--- config.mk ---
export PLATFORM = sky130hd
export DESIGN_NAME = demux_stream_1ton
export DESIGN_NICKNAME = d
export VERILOG_FILES = /design/src/rtl/demux_stream_1ton.sv
export SDC_FILE = /design/constraint.sdc
export NUM_CORES = 1
export LEC_CHECK = 0
export BUFFER_PORTS_ARGS = -buffer_cell sky130_fd_sc_hd__buf_2
export CORE_MARGIN = 2
export CORE_UTILIZATION = 52
export DETAILED_ROUTE_END_ITERATION = 10
export PLACE_DENSITY = 0.83
export SETUP_SLACK_MARGIN = 0.05
export SYNTH_ARGS = -nofsm -noshare
export SYNTH_HDL_FRONTEND = slang
export SYNTH_SLANG_ARGS = --single-unit
export TNS_END_PERCENT = 20
--- constraint.sdc ---
create_clock -name clk -period 2.29 [get_ports clk]
set_input_delay 0.3435 -clock clk [delete_from_list [all_inputs] [get_ports clk]]
set_output_delay 0.3435 -clock clk [all_outputs]
set_load 0.005 [all_outputs]
--- src/rtl/demux_stream_1ton.sv ---
// demux_stream_1ton: registered 1-to-N stream demultiplexer.
// Each output channel has a one-entry holding register with its own
// valid/ready handshake, so a stalled consumer blocks only its own channel.
// A select outside 0..CHANNELS-1 is accepted, the word is dropped, and
// sel_err pulses for one cycle.
// Optional feature: define DEMUX_STREAM_BCAST_EN to add the in_bcast port.
// While in_bcast is high the word goes to every channel at once.
module demux_stream_1ton #(
  parameter  int WIDTH    = 8,
  parameter  int CHANNELS = 4,
  localparam int SEL_W    = $clog2(CHANNELS)
) (
  input  logic                      clk,
  input  logic                      rst,
  input  logic [WIDTH-1:0]          in_data,
  input  logic [SEL_W-1:0]          in_sel,
  input  logic                      in_valid,
`ifdef DEMUX_STREAM_BCAST_EN
  input  logic                      in_bcast,
`endif
  output logic                      in_ready,
  output logic [CHANNELS*WIDTH-1:0] out_data,
  output logic [CHANNELS-1:0]       out_valid,
  input  logic [CHANNELS-1:0]       out_ready,
  output logic                      sel_err
);

  // Limit is one bit wider than the select so CHANNELS itself is representable.
  localparam logic [SEL_W:0] CH_LIMIT = (SEL_W + 1)'(CHANNELS);

  logic [WIDTH-1:0]    data_q [CHANNELS];
  logic [WIDTH-1:0]    data_d [CHANNELS];
  logic [CHANNELS-1:0] valid_q;
  logic [CHANNELS-1:0] valid_d;
  logic                sel_err_q;
  logic                sel_err_d;

  logic [CHANNELS-1:0] chan_free;
  logic [CHANNELS-1:0] chan_hit;
  logic [CHANNELS-1:0] chan_load;
  logic                bcast;
  logic                in_range;
  logic                in_xfer;

`ifdef DEMUX_STREAM_BCAST_EN
  assign bcast = in_bcast;
`else
  assign bcast = 1'b0;
`endif

  assign in_range = ({1'b0, in_sel} < CH_LIMIT);
  assign in_xfer  = in_valid & in_ready;

  // Acceptance: all channels free for broadcast, always for a dropped
  // out-of-range word, otherwise the addressed channel must be free.
  always_comb begin
    if (bcast) begin
      in_ready = &chan_free;
    end else if (!in_range) begin
      in_ready = 1'b1;
    end else begin
      in_ready = |(chan_hit & chan_free);
    end
  end

  genvar gi;
  generate
    for (gi = 0; gi < CHANNELS; gi++) begin : g_chan
      localparam int unsigned    IDX_I = gi;
      localparam logic [SEL_W-1:0] IDX = IDX_I[SEL_W-1:0];

      // Free when empty or being drained this cycle (pass-through refill).
      assign chan_free[gi] = ~valid_q[gi] | out_ready[gi];
      assign chan_hit[gi]  = (in_sel == IDX);
      assign chan_load[gi] = in_xfer & (bcast | chan_hit[gi]);
      assign out_data[gi*WIDTH +: WIDTH] = data_q[gi];

      // Next state: refill wins over drain; otherwise drain clears valid.
      always_comb begin
        data_d[gi]  = data_q[gi];
        valid_d[gi] = valid_q[gi];
        if (chan_load[gi]) begin
          data_d[gi]  = in_data;
          valid_d[gi] = 1'b1;
        end else if (out_ready[gi]) begin
          valid_d[gi] = 1'b0;
        end
      end

      // Holding register; reset drops any held word.
      always_ff @(posedge clk) begin
        if (rst) begin
          data_q[gi]  <= '0;
          valid_q[gi] <= 1'b0;
        end else begin
          data_q[gi]  <= data_d[gi];
          valid_q[gi] <= valid_d[gi];
        end
      end
    end
  endgenerate

  assign sel_err_d = in_xfer & ~bcast & ~in_range;

  // One-cycle error pulse for each discarded word.
  always_ff @(posedge clk) begin
    if (rst) begin
      sel_err_q <= 1'b0;
    end else begin
      sel_err_q <= sel_err_d;
    end
  end

  assign out_valid = valid_q;
  assign sel_err   = sel_err_q;

endmodule

==> impl_metrics.tcl <==
set metrics [dict create \
    internal_power_uw 823 \
    grt_pass1_vias 1120 \
    final_util_pct 65.5 \
    clk_latency_ps 320 \
    holdWs_ps 314 \
    syn_area_um2 1490 \
    cts_tree "yes" \
    ys_top_cells_by_area "dfxtp_1, mux2i_1, nand2b_1" \
    diodes 0 \
    synth.distinct_cells 18 \
    wl_met2_um 1530 \
    die_width_um 57.6 \
    fin_crit_ps 1730 \
    wl_um 3010 \
    drive_above_1_share_pct 35.5 \
    relSlewSlack_pct 61.2 \
    pwr-share-comb_pct 11.0 \
    postRouteAntennaNets 0 \
    clock_path_buffers 2 \
    seqPwrFrac_pct 61.4 \
    start_util_pct 54.6 \
    syn_inst 134 \
    wl_met3_um 197 \
    wl_per_cell_um 13.9 \
    gp_congestion 0.751 \
    hpwl_um 2220 \
    pwr-share-clk_pct 27.6 \
    hold_viol 0 \
    switchingPower_uw 251 \
    grt_pass1_wl_um 4910 \
    min_to "out_valid[3]" \
    dpl_cell_area_um2 1750 \
    crit_fanout 4 \
    top_layer "met4" \
    hold_depth 3 \
    avgViaCountPerCell 5.15 \
    wl_met1_um 1260 \
    avgSynthCellArea_um2 11.1 \
    ir_drop_v 0.000444 \
    grt_use_total_pct 19.7 \
    synth_seq_cells 36 \
    die_h_um 57.6 \
    critPathCaptureType "primary output" \
    dp_slack_ps 701 \
    fin_total_pwr_mw 1.07 \
    synth_top_area_share_pct 48.3 \
    arrival_ps 1390 \
    post_cts_resized 0 \
    drtIter0Drc 34 \
    r2r-start "out_valid[0]" \
    power.density_nw_per_um2 600 \
    areaGrowthSynthToFinish_pct 20.1 \
    synthesis.nets 151 \
    rsz0062_at_grt "no" \
    drc 0 \
    synth_warnings 0 \
    required_ps 1950 \
    static-leakage-power_nw 0.927 \
    grt_overflow 0 \
    cts_made_buffers 5 \
    ios 55 \
    cts_hold_buf 0 \
    cts-root-buf "clkbuf_4" \
    dp.cells 210 \
    row_count 19 \
    rrSetupSlack_ps 1050 \
    num-fill-cells 232 \
    core_um2 2730 \
    maxSlewViolCount 0 \
    tns_ps 0 \
    clock_sinks 36 \
    cts_setup_buffers 0 \
    first_pass_iters 4 \
    finClkSkew_ps 4.40 \
    htree_levels 2 \
    antenna_found_initial 0 \
    setup_viol 0 \
    port_buffers 53 \
    fin_crit_sh_pct 75.7 \
    final_cell_mix "buf_2, nand2b_1, dfxtp_1" \
    switching_share_pct 23.4 \
    final_common_cell "buf_2" \
    via_count 1117 \
    status "completed" \
    worstReg2RegEnd "data_q[0][3]" \
    layout.cells.non_filler 217 \
    yosys.area.top_type "dfxtp_1" \
    tightest_slew_ps 580 \
    final_nets 203 \
    path_class "register to primary output" \
    setup_ws_ps 556 \
    cp-start-kind "register" \
    grt_max_degree 45 \
    yosysSeqAreaShare_pct 48.3 \
    maxCapViolations 0 \
    fin_area_um2 1790 \
    hold_class "input port to register" \
    clock.fmax_mhz 577 \
    rr_worst_depth 3 \
    fp.dieArea_um2 3310 \
    hp-start "out_ready[3]" \
    path_clk_slew_ps 90 \
]
[flip-flops by register name (all words and copies together), names as in the netlist]
signal     cells
data_q        32
out_valid      4
[worst max path at each step]
stage / startpoint / depth (start not counted) / slack [ps] / to
3_5_place_dp: out_ready[2] / 4 / 700 / in_ready
4_1_cts: out_valid[2] / 3 / 540 / in_ready
3_3_place_gp: out_ready[2] / 4 / 750 / in_ready
2_1_floorplan: out_ready[2] / 2 / 970 / in_ready
6_report: out_valid[2] / 3 / 560 / in_ready
5_1_grt: out_valid[2] / 3 / 470 / in_ready
[power by group through the flow]
stage               Combinational (mW)  Clock (mW)  Sequential (mW)
floorplan                       0.0702           0            0.676
global placement                 0.115           0            0.673
detailed placement               0.120           0            0.674
CTS                              0.120       0.306            0.660
global route                     0.131       0.334            0.662
finish                           0.118       0.296            0.659
[routing by layer]
layer | vias up | global-route usage [%]
li1 | 549 | -
met1 | 520 | 22.2
met2 | 43 | 34.6
met3 | 5 | 7.26
met4 | 0 | 5.98
met5 | - | 0
[cells by family after synthesis]
logic type,count (synthesis),synth area share [%]
buffers and inverters,9,3.86
multiplexers,33,23.0
AO/OA/AOI/OAI,4,1.34
flip-flops,36,48.3
AND/OR/NAND/NOR,51,23.2
other,1,0.251
[critical path, cell delays in order, from the launching register on]
cell and delay [ps]:
dfxtp_1 340, nand2b_1 120, mux4_2 480, buf_2 140
[synthesized netlist by cell type]
cell type,count
nor2b_2,1
buf_2,1
and3_4,1
dfxtp_1,36
and4_2,1
clkbuf_1,4
nand3b_1,1
buf_4,2
mux4_2,1
buf_6,2
nand4_2,1
nand2b_4,1
mux2i_1,32
nand2b_1,43
nand4b_1,1
nand3_1,1
a21oi_1,4
conb_1,1
[area by class of cell]
cell class	instances	area [µm²]	area share (%)
clock inverters	1	5.00	0.279
clock buffers	6	41.3	2.30
multi-input cells	89	713	39.8
well taps	31	38.8	2.16
flip-flops and latches	36	721	40.2
repair buffers	54	273	15.2
Note: power is estimated with default switching activity, not from simulation.
